### config.mk
export PLATFORM = sky130hd
export DESIGN_NAME = instr_fetch_flat
export DESIGN_NICKNAME = d
export VERILOG_FILES = /design/src/rtl/instr_fetch_pkg.sv /design/src/rtl/instr_fetch_if.sv /design/src/rtl/instr_fetch_pc_next.sv /design/src/rtl/instr_fetch.sv /design/src/flat_wrapper.sv
export SDC_FILE = /design/constraint.sdc
export NUM_CORES = 1
export LEC_CHECK = 0
export CORE_ASPECT_RATIO = 0.7
export CORE_MARGIN = 1
export CORE_UTILIZATION = 48
export DETAILED_ROUTE_END_ITERATION = 12
export MAX_ROUTING_LAYER = met4
export PLACE_DENSITY_LB_ADDON = 0.1
export SLEW_MARGIN = 20
export SYNTH_ARGS = -nofsm -noshare
export SYNTH_HDL_FRONTEND = slang
export SYNTH_SLANG_ARGS = --single-unit
### constraint.sdc
create_clock -name clk -period 4.04 [get_ports clk]
set_clock_uncertainty 0.15 [all_clocks]
set_input_delay 0.404 -clock clk [delete_from_list [all_inputs] [get_ports clk]]
set_output_delay 0.404 -clock clk [all_outputs]
set_load 0.01 [all_outputs]
### src/rtl/instr_fetch_pkg.sv
// Shared fetch-stage types: FSM state, bubble encoding and the IF/ID slot layout.
// Decode consumes if_id_t directly, so field order is part of the stage contract.
package instr_fetch_pkg;

  typedef enum logic {
    FETCH  = 1'b0,
    HALTED = 1'b1
  } fetch_state_t;

  // addi x0,x0,0
  localparam logic [31:0] NOP = 32'h0000_0013;

  typedef struct packed {
    logic        valid;
    logic [31:0] instr;
    logic [31:0] pc;
    logic [31:0] pc_plus4;
  } if_id_t;

endpackage

### src/rtl/instr_fetch_if.sv
// Fetch-stage bus: instr_mem read port, downstream control inputs and the IF/ID slot.
// FETCH_MISALIGN_CHECK_EN adds misaligned_fault/fault_addr.
interface instr_fetch_if;

  logic [31:0] imem_addr;
  logic [31:0] imem_rdata;
  logic        stall;
  logic        redirect_valid;
  logic [31:0] redirect_target;
  logic        halt;
  logic        if_valid;
  logic [31:0] if_instr;
  logic [31:0] if_pc;
  logic [31:0] if_pc_plus4;
  logic        halted;
`ifdef FETCH_MISALIGN_CHECK_EN
  logic        misaligned_fault;
  logic [31:0] fault_addr;

  modport master (
    output imem_addr, if_valid, if_instr, if_pc, if_pc_plus4, halted,
           misaligned_fault, fault_addr,
    input  imem_rdata, stall, redirect_valid, redirect_target, halt
  );

  modport slave (
    input  imem_addr, if_valid, if_instr, if_pc, if_pc_plus4, halted,
           misaligned_fault, fault_addr,
    output imem_rdata, stall, redirect_valid, redirect_target, halt
  );
`else
  modport master (
    output imem_addr, if_valid, if_instr, if_pc, if_pc_plus4, halted,
    input  imem_rdata, stall, redirect_valid, redirect_target, halt
  );

  modport slave (
    input  imem_addr, if_valid, if_instr, if_pc, if_pc_plus4, halted,
    output imem_rdata, stall, redirect_valid, redirect_target, halt
  );
`endif

endinterface

### src/rtl/instr_fetch_pc_next.sv
// Combinational next-PC select: hold on halt/halted/stall, load redirect target, else +4.
// With FETCH_MISALIGN_CHECK_EN a misaligned redirect target holds the PC and is flagged.
module instr_fetch_pc_next (
  input  logic [31:0] pc_q,
  input  logic        halted,
  input  logic        halt,
  input  logic        redirect_valid,
  input  logic [31:0] redirect_target,
  input  logic        stall,
  output logic [31:0] pc_inc,
  output logic [31:0] pc_d
`ifdef FETCH_MISALIGN_CHECK_EN
  ,
  output logic        misaligned
`endif
);

  logic bad_target;

`ifdef FETCH_MISALIGN_CHECK_EN
  assign bad_target = (redirect_target[1:0] != 2'b00);
  assign misaligned = bad_target;
`else
  assign bad_target = 1'b0;
`endif

  // Modulo-2^32: the PC wraps from FFFF_FFFC to 0 silently.
  assign pc_inc = pc_q + 32'd4;

  always_comb begin
    pc_d = pc_inc;
    if (halted || halt) begin
      pc_d = pc_q;
    end else if (redirect_valid) begin
      pc_d = bad_target ? pc_q : redirect_target;
    end else if (stall) begin
      pc_d = pc_q;
    end
  end

endmodule

### src/rtl/instr_fetch.sv
// Fetch stage: owns the PC, reads instr_mem combinationally and registers the IF/ID slot.
// Optional FETCH_MISALIGN_CHECK_EN turns misaligned redirects into a sticky halting fault.
module instr_fetch
  import instr_fetch_pkg::*;
#(
  parameter logic [31:0] RESET_PC  = 32'h0000_0000,
  parameter logic [31:0] NOP_INSTR = NOP
) (
  input logic           clk,
  input logic           rst,
  instr_fetch_if.master bus
);

  fetch_state_t state_q;
  logic [31:0]  pc_q;
  logic [31:0]  pc_inc;
  logic [31:0]  pc_d;
  if_id_t       if_id_q;
  logic         halted_q;

`ifdef FETCH_MISALIGN_CHECK_EN
  logic         misaligned;
  logic         fault_q;
  logic [31:0]  fault_addr_q;
`endif

  instr_fetch_pc_next u_pc_next (
    .pc_q            (pc_q),
    .halted          (state_q == HALTED),
    .halt            (bus.halt),
    .redirect_valid  (bus.redirect_valid),
    .redirect_target (bus.redirect_target),
    .stall           (bus.stall),
    .pc_inc          (pc_inc),
    .pc_d            (pc_d)
`ifdef FETCH_MISALIGN_CHECK_EN
    ,
    .misaligned      (misaligned)
`endif
  );

  always_ff @(posedge clk) begin
    if (rst) begin
      state_q  <= FETCH;
      pc_q     <= RESET_PC;
      if_id_q  <= '{valid: 1'b0, instr: NOP_INSTR, pc: 32'd0, pc_plus4: 32'd4};
      halted_q <= 1'b0;
`ifdef FETCH_MISALIGN_CHECK_EN
      fault_q      <= 1'b0;
      fault_addr_q <= 32'd0;
`endif
    end else begin
      case (state_q)
        FETCH: begin
          pc_q <= pc_d;
          if (bus.halt) begin
            state_q        <= HALTED;
            halted_q       <= 1'b1;
            if_id_q.valid  <= 1'b0;
            if_id_q.instr  <= NOP_INSTR;
          end else if (bus.redirect_valid) begin
            // The word fetched this cycle is on the wrong path; kill it.
            if_id_q.valid <= 1'b0;
            if_id_q.instr <= NOP_INSTR;
`ifdef FETCH_MISALIGN_CHECK_EN
            if (misaligned) begin
              state_q      <= HALTED;
              halted_q     <= 1'b1;
              fault_q      <= 1'b1;
              fault_addr_q <= bus.redirect_target;
            end
`endif
          end else if (!bus.stall) begin
            if_id_q <= '{valid: 1'b1, instr: bus.imem_rdata, pc: pc_q, pc_plus4: pc_inc};
          end
        end
        HALTED: begin
          // Frozen until reset.
        end
        default: begin
          state_q <= FETCH;
        end
      endcase
    end
  end

  assign bus.imem_addr   = pc_q;
  assign bus.if_valid    = if_id_q.valid;
  assign bus.if_instr    = if_id_q.instr;
  assign bus.if_pc       = if_id_q.pc;
  assign bus.if_pc_plus4 = if_id_q.pc_plus4;
  assign bus.halted      = halted_q;
`ifdef FETCH_MISALIGN_CHECK_EN
  assign bus.misaligned_fault = fault_q;
  assign bus.fault_addr       = fault_addr_q;
`endif

endmodule

### src/flat_wrapper.sv
// flat-port wrapper written by rule: the top's interface ports become plain ports
module instr_fetch_flat import instr_fetch_pkg::*;
#(
  parameter logic [31:0] RESET_PC  = 32'h0000_0000,
  parameter logic [31:0] NOP_INSTR = NOP
)
  (clk, rst, bus_imem_addr, bus_if_valid, bus_if_instr, bus_if_pc, bus_if_pc_plus4, bus_halted, bus_imem_rdata, bus_stall, bus_redirect_valid, bus_redirect_target, bus_halt);
  instr_fetch_if bus_i ();
  input logic clk;
  input logic rst;
  output wire logic [$bits(bus_i.imem_addr)-1:0] bus_imem_addr;
  output wire logic [$bits(bus_i.if_valid)-1:0] bus_if_valid;
  output wire logic [$bits(bus_i.if_instr)-1:0] bus_if_instr;
  output wire logic [$bits(bus_i.if_pc)-1:0] bus_if_pc;
  output wire logic [$bits(bus_i.if_pc_plus4)-1:0] bus_if_pc_plus4;
  output wire logic [$bits(bus_i.halted)-1:0] bus_halted;
  input wire logic [$bits(bus_i.imem_rdata)-1:0] bus_imem_rdata;
  input wire logic [$bits(bus_i.stall)-1:0] bus_stall;
  input wire logic [$bits(bus_i.redirect_valid)-1:0] bus_redirect_valid;
  input wire logic [$bits(bus_i.redirect_target)-1:0] bus_redirect_target;
  input wire logic [$bits(bus_i.halt)-1:0] bus_halt;
  assign bus_imem_addr = bus_i.imem_addr;
  assign bus_if_valid = bus_i.if_valid;
  assign bus_if_instr = bus_i.if_instr;
  assign bus_if_pc = bus_i.if_pc;
  assign bus_if_pc_plus4 = bus_i.if_pc_plus4;
  assign bus_halted = bus_i.halted;
  assign bus_i.imem_rdata = bus_imem_rdata;
  assign bus_i.stall = bus_stall;
  assign bus_i.redirect_valid = bus_redirect_valid;
  assign bus_i.redirect_target = bus_redirect_target;
  assign bus_i.halt = bus_halt;
  instr_fetch #(.RESET_PC(RESET_PC), .NOP_INSTR(NOP_INSTR)) u_core (.clk(clk), .rst(rst), .bus(bus_i));
endmodule
== After elaboration in Yosys (flattened, before gate mapping) ==
Index checks and enable logic that the tools add are counted.
Word-level totals
  register bits after elaboration: 131
  output and inout port bits: 130
  bits of input ports: 69
  word-level logic and storage cells: 27
Operators by class
  reduce and logical (&&, ||, !) cells: 5
  add/subtract/negate cells: 1
  muxes and demuxes: 7
  bitwise gates (word level): 5
  equality and inequality tests: 2
Operator list (number)
  $mux W97: 1
  $mux W33: 2
  $mux W32: 2
  $add A32 B3 Y32 const B: 1
  $not A1 Y1: 5
  $reduce_and A2 Y1: 2
  $reduce_and A4 Y1: 1
  $ne A3 B1 Y1 const B: 1
  $reduce_and A3 Y1: 1
  $mux W1: 2
  $ne A2 B1 Y1 const B: 1
  $logic_or A1 B1 Y1: 1

== Logic depth before layout (Yosys ltp) ==
Gate-level depths: netlist of the first run.
  depth in word-level cells: 4
  gate-level depth with buffers: 8

== Modules after synthesis ==
From an unflattened synthesis of the first run, not the netlist that was laid out.
Unflattened totals
  cells, all modules: 712
  area, all modules: 6004.5 um2
By module, submodules not included
  instr_fetch: cells each 474, sequential area each 2622.5 um2, area an instance 4429.2 um2, times used 1
  instr_fetch_pc_next: cells each 238, sequential area each 0.0 um2, area an instance 1575.3 um2, times used 1

== Least setup slack after synthesis of the first run ==
No wires, ideal clock.
  path kind: reg-to-reg
  start: register u_core.pc_q[6], in the netlist u_core.bus.imem_addr[6]
  end: register u_core.pc_q[29], in the netlist u_core.bus.imem_addr[29]
  data arrival time: 2024 ps
  required time: 3817 ps
  cell stages (with the launch flop): 7
  setup slack: 1793 ps
  buffers on the path: 1
  clock period less this slack: 2247 ps
  path through: dfxtp_1 -> buf_2 -> nand3_4 -> or4_4 -> or4_1 -> and3_1 -> nor3_2
On the way
  word-level cells in the longest chain between the ends: 3
RTL lines
  start, declared: line instr_fetch.sv:15  | logic [31:0] pc_q;
  start signal, assigned: line instr_fetch.sv:55  | pc_q <= pc_d;
  $add A32 B3 Y32: line instr_fetch_pc_next.sv:28  | assign pc_inc = pc_q + 32'd4;
  $mux W32: line instr_fetch_pc_next.sv:36  | end else if (stall) begin
  $mux W32: line instr_fetch_pc_next.sv:34  | end else if (redirect_valid) begin
No other way between the ends. The select of a mux whose other input is x is not followed.
A chain may end at the register's enable or synchronous reset.

== Worst setup path in the final report of the first run ==
  start: register u_core.pc_q[2], in the netlist u_core.bus.imem_addr[2]
  end: register u_core.if_id_q (netlist bit u_core.bus.if_pc_plus4[20])
On the way
  word-level cells in the longest chain between the ends: 1
RTL lines
  $add A32 B3 Y32: line instr_fetch_pc_next.sv:28
  end signal, assigned: line instr_fetch.sv:46  | if_id_q <= '{valid: 1'b0, instr: NOP_INSTR, pc: 32'd0, pc_plus4: 32'd4};
  end signal, assigned: line instr_fetch.sv:74  | if_id_q <= '{valid: 1'b1, instr: bus.imem_rdata, pc: pc_q, pc_plus4: pc_inc};
  end, declared: line instr_fetch.sv:18  | if_id_t if_id_q;
No other way between the ends.

==> summary.txt, run 1 <==
Global routing
  – Met1 Resource Use GR: approximately two fifths
  – GRT Max-Usage Layer: met2
  – Total global routing overflow: 0
  – First-pass GRT wire length: around 28000 µm
  – M3 GR Usage: a little under 9%
  – Largest net degree at the start of global routing: 103
  – Total GRT Usage: 31.1%
  – GR Layer Usage met2: 44.6%
  – Vias in the first global route: 5455
  – Initial antenna violation count: 0

Critical path
  – CP Depth: 6
  – Critical Path AT: between 3 and 4 ns
  – Worst Path Required: around 4.2 ns
  – FF-to-FF setup slack: approximately 1.1 ns
  – Family with the most delay on the worst path: simple AND/OR/NAND/NOR gates
  – Critical Path Source Type: flip-flop
  – Worst R2R Start: u_core.bus.imem_addr[2]
  – Slowest stage delay, CP: just over 0.9 ns
  – CP dominant cell by count: nand3_1
  – Crit end category: flip-flop
  – CP max stage cell: nor4_1
  – Critical Path Source: u_core.bus.imem_addr[2]
  – Critical-path cell list: ha_1 -> nand3_1 -> nor4_1 -> nand3_1 -> nor3b_1 -> nor3_1
  – R2R Path End: u_core.bus.if_pc_plus4[20]
  – Reg2reg path depth: 6
  – Worst path buffer plus inverter count: 0
  – Type of the worst setup path: reg -> reg
  – Critical Path Fanout Max: 9

STA
  – WHS: 0.303 ns
  – Worst slew margin: roughly 28%
  – Slew Viols, Final: 0
  – Worst Slack Setup Final: between 1 and 1.5 ns
  – Final period utilization: about 73%
  – Final Hold Viols: 0
  – Tmin final: between 2 and 3 ns
  – Fmax: around 340 MHz
  – Worst-margin pin slew: between 1 and 1.5 ns
  – Setup_tns: 0 ns
  – RSZ-0062 raised after global routing: false
  – Final setup fails: 0

Synth
  – Post-synthesis adder-cell area fraction: less than 1%
  – Synth cell types: just over 50
  – Leading area contributor after synthesis: dfxtp_1
  – Most frequent cell after synthesis: dfxtp_1
  – Post-synthesis compound-gate area fraction: between 20% and 30%
  – Top FF cell, synth: dfxtp_1
  – Cell count after synthesis: just under 700
  – Number of synthesized flops with an enable pin: 0
  – XOR/XNOR Fraction of Synth Area: approximately 3.5%
  – Mux share of post-synthesis cell area: 0.361%
  – Asr flop ratio synth: 0%
  – Main combinational cell family by area after synthesis: simple AND/OR/NAND/NOR gates
  – Post-Syn Area per Cell: between 8 and 9 µm²
  – Simple-gate share of the synthesized area: roughly 23%
  – Top cells by count, synth: dfxtp_1 (129), nand2_1 (110), a21oi_1 (75)
  – #FFs+latches synth: 129
  – Synth area leaders: dfxtp_1 (47%), nand2_1 (7.4%), a21oi_1 (6.8%), a22oi_1 (4.7%), nor2_1 (4.7%)
  – Syn Std Cell Area: between 5000 and 6000 µm²
  – Yosys warns: 0
  – Top cell type's share of synthesized area: roughly 47%
  – Post-synthesis sequential area ratio: between 40 and 50%
  – Post-synthesis net count: 760

Drt
  – ANT nets after route: 0
  – Avg WL per Cell: between 15 and 20 µm
  – DRC Markers: 0
  – Routed wire length: about 18000 µm
  – Via-to-Cell Ratio: between 5 and 6
  – Starting DRC count in detailed routing: just over 500
  – Initial DRT Pass Iterations: 5
  – DR vias: between 5000 and 6000

Placement
  – Dpl ws: ~1.2 ns
  – Port Buf Inserts: approximately 200
  – GPL Wtd Cong: 0.887
  – Hpwl dp: approximately 12000 µm

Min path
  – HP Start: u_core.bus.if_pc[8]
  – Hold Path Depth: 2
  – Hold EP: u_core.bus.if_pc[8]
  – Worst Hold Class: reg -> reg

CTS
  – Htree depth: 4
  – Clock-pin slew on the worst setup and hold paths: about 0.06 ns
  – Clk_lat worst skew: around 0.4 ns
  – Post-CTS Setup Repair Bufs: 0
  – Sink Count: ~130
  – Clock Path Buffers: 2
  – CTS tree: built
  – CTS buffer count: 17
  – Root Buffer: clkbuf_16
  – Cts hold-fix bufs: 0
  – Post-CTS sizing: 0

Floorplanning
  – Die span in y: just over 90 µm
  – Row cnt: 32
  – Die Wd: about 130 µm
  – I/O pins: 199
  – DIE AREA: between 10000 and 15000 µm²
  – Initial Util: 49.9%
  – Core ar.: roughly 11000 µm²

Pwr
  – VDD IR max: about 0.36 mV
  – Pwr Total: about 3.3 mW
  – Power Density: between 400 and 500 nW/µm²
  – Leakage power total: around 2.8 nW

Final layout
  – Reg area: approximately 2600 µm²
  – Layout cells sized above 1: between 6 and 7%
  – Fin util: 73.4%
  – Number of diodes: 0
  – Area of the multi-input gates: approximately 2700 µm²
  – Filler cell count: between 800 and 900
  – Nets: just over 900
  – Syn-to-layout area delta: 47.2%

Run status
  – Status: finished, final reports clean

Job
  – MaxCap Viol Count: 0
==> per-layer routing <==
layer  vias up  routed length [µm]
met4         0                 293
met1      2722                7790
met5         -                   0
li1       2761                   -
met2       318                8010
met3        34                1760
==> metrics by stage <==
step           area (µm²)  cells
5_1_grt              8170   1016
3_5_place_dp         7540    984
4_1_cts              8170   1016
3_3_place_gp         7540    984
2_1_floorplan        5550    690
6_report             8170   1016
==> where the power goes <==
part | internal [mW] | total, mW | switching (mW) | leakage (nW)
Clock | 1.02 | 1.60 | 0.581 | 0.295
Combinational | 0.184 | 0.352 | 0.169 | 1.45
Sequential | 1.32 | 1.38 | 0.0611 | 1.05
Total | 2.52 | 3.33 | 0.811 | 2.79
==> cells in the final DEF, fill, tap and decap left out, types with 4 or more instances in the layout <==
master	count
clkdlybuf4s50_1	197
dfxtp_1	129
nand2_1	109
a21oi_1	75
nor2_1	70
a22oi_1	35
o21ai_0	31
nand3_1	22
clkbuf_16	17
nand4_1	14
xor2_1	13
a31oi_1	13
and3_1	12
nor3_1	11
buf_4	11
xnor2_1	9
a211oi_1	9
or3_1	9
o31ai_1	5
nand2b_1	4
or4_1	4
clkinvlp_4	4
==> sequential cells by signal (all words and copies together) (netlist names) <==
signal and count:
u_core.bus.if_pc 30, u_core.bus.halted 1, u_core.state_q 1, u_core.bus.if_instr 32, u_core.bus.if_pc_plus4 32, u_core.bus.imem_addr 32
u_core.bus.if_valid 1
==> how the worst max path moves through the flow <==
stage,to
final,u_core.bus.if_pc_plus4[20]
after global routing,u_core.bus.if_pc_plus4[20]
after CTS,u_core.bus.if_pc_plus4[20]
after detailed placement,u_core.bus.imem_addr[25]
after global placement,u_core.bus.imem_addr[25]
after floorplan,u_core.bus.imem_addr[29]
==> kinds of logic after synthesis <==
| kind of cell | Yosys count |
|---|---|
| mux | 2 |
| buf+inv | 72 |
| flops | 129 |
| compound gates | 188 |
| fa+ha+maj | 1 |
| xor+xnor | 22 |
| simple gates | 276 |
==> cell type report <==
class / instances / share of cell area (%)
clock inverter: 12 / 1.91
clock buffer: 20 / 5.71
inverter: 3 / 0.138
tap: 153 / 2.34
timing repair buffer: 210 / 25.6
multi-input combinational: 489 / 32.6
sequential: 129 / 31.6
==> tightest hold or removal path, delay by kind of cell (launching register included) <==
| kind | cells | cell delay (ns) |
|---|---|---|
| flops | 1 | 0.30 |
| compound gates | 1 | 0.05 |
| simple gates | 1 | 0.05 |
(Power assumes the default switching activity.)
==> run 2: changes to the inputs <==
Settings changed: CORE_UTILIZATION 48 to 41.
Clock period 4.04 ns to 2.5 ns, I/O delays scaled along.
==> run 2 against run 1 <==
Design area rose by 5.4%. Critical path depth rose by 1. Fmax is 28% higher. Via count up 1.6%. First-iteration DRC count is 20% higher. Combinational power increased by 89%.
==> summary.txt, run 2 (synthesis results as in run 1) <==
Run status
  – Status: finished, final reports clean

CTS
  – Clock Path Buffers: 2
  – Htree depth: 4
  – Clock-pin slew on the worst setup and hold paths: ~0.060 ns
  – Post-CTS sizing: 0
  – CTS buffer count: 17
  – Clk_lat worst skew: 0.42 ns
  – Post-CTS Setup Repair Bufs: 0
  – CTS tree: built
  – Root Buffer: clkbuf_16
  – Sink Count: between 100 and 150
  – Cts hold-fix bufs: 0

Final layout
  – Most frequent cells in the layout: clkdlybuf4s50_1 (197), dfxtp_1 (129), nand2_1 (109), a21oi_1 (75), nor2_1 (70)
  – Reg area: between 2000 and 3000 µm²
  – Area of the multi-input gates: around 2700 µm²
  – Commonest non-fill, non-tap cell in the layout: clkdlybuf4s50_1
  – Fin util: between 60% and 70%
  – Syn-to-layout area delta: 55.2%
  – Filler cell count: 1107
  – Nets: roughly 970
  – Number of diodes: 0
  – Layout cells sized above 1: between 10 and 15%

Job
  – MaxCap Viol Count: 0

Placement
  – GPL Wtd Cong: slightly below 0.9
  – Hpwl dp: between 10000 and 15000 µm
  – Port Buf Inserts: a little under 200

STA
  – Final period utilization: 91.8%
  – Setup_tns: 0 ns
  – RSZ-0062 raised after global routing: false
  – Final Hold Viols: 0
  – Worst-margin pin slew: about 0.55 ns
  – Final setup fails: 0
  – Worst slew margin: 63.2%
  – Tmin final: roughly 2.3 ns
  – Fmax: roughly 440 MHz
  – Slew Viols, Final: 0

Critical path
  – Worst R2R Start: u_core.bus.imem_addr[2]
  – Critical Path Source Type: flip-flop
  – Worst Path Required: 2.70 ns
  – Critical Path Fanout Max: 9
  – Crit end category: flip-flop
  – CP max stage cell: dfxtp_1
  – Type of the worst setup path: reg -> reg
  – FF-to-FF setup slack: ~0.2 ns
  – Critical-path cell list: ha_1 -> nand3_1 -> nor3_2 -> buf_4 -> nand4b_1 -> or3_1 -> a31oi_1
  – R2R Path End: u_core.bus.imem_addr[24]
  – Crit path to: u_core.bus.imem_addr[24]
  – Reg2reg path depth: 7
  – Slowest stage delay, CP: about 0.48 ns
  – Critical Path AT: ~2.5 ns
  – Critical Path Source: u_core.bus.imem_addr[2]

Pwr
  – Switching part of the total: around 23%
  – Power Internal: approximately 4.4 mW
  – Power Density: about 660 nW/µm²
  – VDD IR max: roughly 0.5 mV
  – Net switching power: around 1.3 mW
  – Flop pwr share: about two fifths
  – Power share of the clock group: 50.2%
  – Leakage power total: slightly above 3 nW
  – Comb power frac: a little under an eighth

Floorplanning
  – DIE AREA: around 14000 µm²
  – Die Wd: ~140 µm
  – Row cnt: 35
  – Initial Util: between 40 and 50%
  – Core ar.: 13200 µm²
  – I/O pins: between 150 and 200
  – Die span in y: between 90 and 100 µm

Global routing
  – Total global routing overflow: 0
  – First-pass GRT wire length: about 30000 µm
  – Initial antenna violation count: 0
  – Vias in the first global route: around 5500
  – Total GRT Usage: between 20% and 30%
  – Largest net degree at the start of global routing: 48

Drt
  – DRC Markers: 0
  – DR vias: roughly 5900
  – Avg WL per Cell: 17.3 µm
  – ANT nets after route: 0
  – Initial DRT Pass Iterations: 8
  – Via-to-Cell Ratio: 5.43
  – Starting DRC count in detailed routing: 621
  – Routed wire length: 18900 µm

Min path
  – Worst Hold Class: in -> reg
-- run 2: worst min-delay path by stage --
stage	startpoint	slack (ns)	to	cells past startpoint
after detailed placement	u_core.bus.if_pc[7]	0.30	u_core.bus.if_pc[7]	2
after CTS	rst	0.05	u_core.bus.halted	2
after global placement	u_core.bus.if_pc[31]	0.29	u_core.bus.if_pc[31]	2
after floorplan	bus_redirect_target[0]	0.24	u_core.bus.imem_addr[0]	2
final	rst	0.05	u_core.bus.halted	2
after global routing	rst	0.07	u_core.bus.if_pc[22]	2
-- run 2: stage by stage --
stage                     cells  power (mW)  hold slack, ns  worst slack (ns)  area [µm²]
after floorplan             690        2.50           0.236             0.253        5550
after global placement     1061        2.87           0.294             0.196        7920
after detailed placement   1061        2.88           0.299             0.187        7920
after CTS                  1092        5.74          0.0537             0.164        8600
after global routing       1092        5.91          0.0691            0.0481        8610
final                      1092        5.71          0.0541             0.205        8610
-- run 2: worst max-delay path: cells and delay by family (launching register included) --
kind | cells | cell delay [ns]
adder cells (fa/ha/maj) | 1 | 0.27
AND/OR/NAND/NOR | 4 | 0.96
flip-flops | 1 | 0.48
AO/OA/AOI/OAI | 1 | 0.17
buffers and inverters | 1 | 0.20
-- run 2: final cells by class --
type	instances	area share, %
Clock buffer	19	5.26
Clock inverter	12	2.64
Inverter	3	0.131
Multi-Input combinational cell	489	31.0
Sequential cell	129	30.0
Tap cell	185	2.69
Timing Repair Buffer	255	28.3
-- run 2: power by group through the flow --
stage                     clock (mW)  combinational [mW]  sequential, mW
after floorplan                    0               0.257            2.25
after global placement             0               0.650            2.22
after detailed placement           0               0.655            2.22
after CTS                       2.90               0.660            2.18
after global routing            3.01               0.713            2.19
final                           2.87               0.664            2.18
-- run 2: per-layer routing --
metal  vias up  track usage, %  routed length, µm
met4         0            7.78                212
met2       282            39.2               8090
li1       2844               -                  -
met3        21            5.44               1590
met5         -               -                  0
met1      2783            41.1               8990
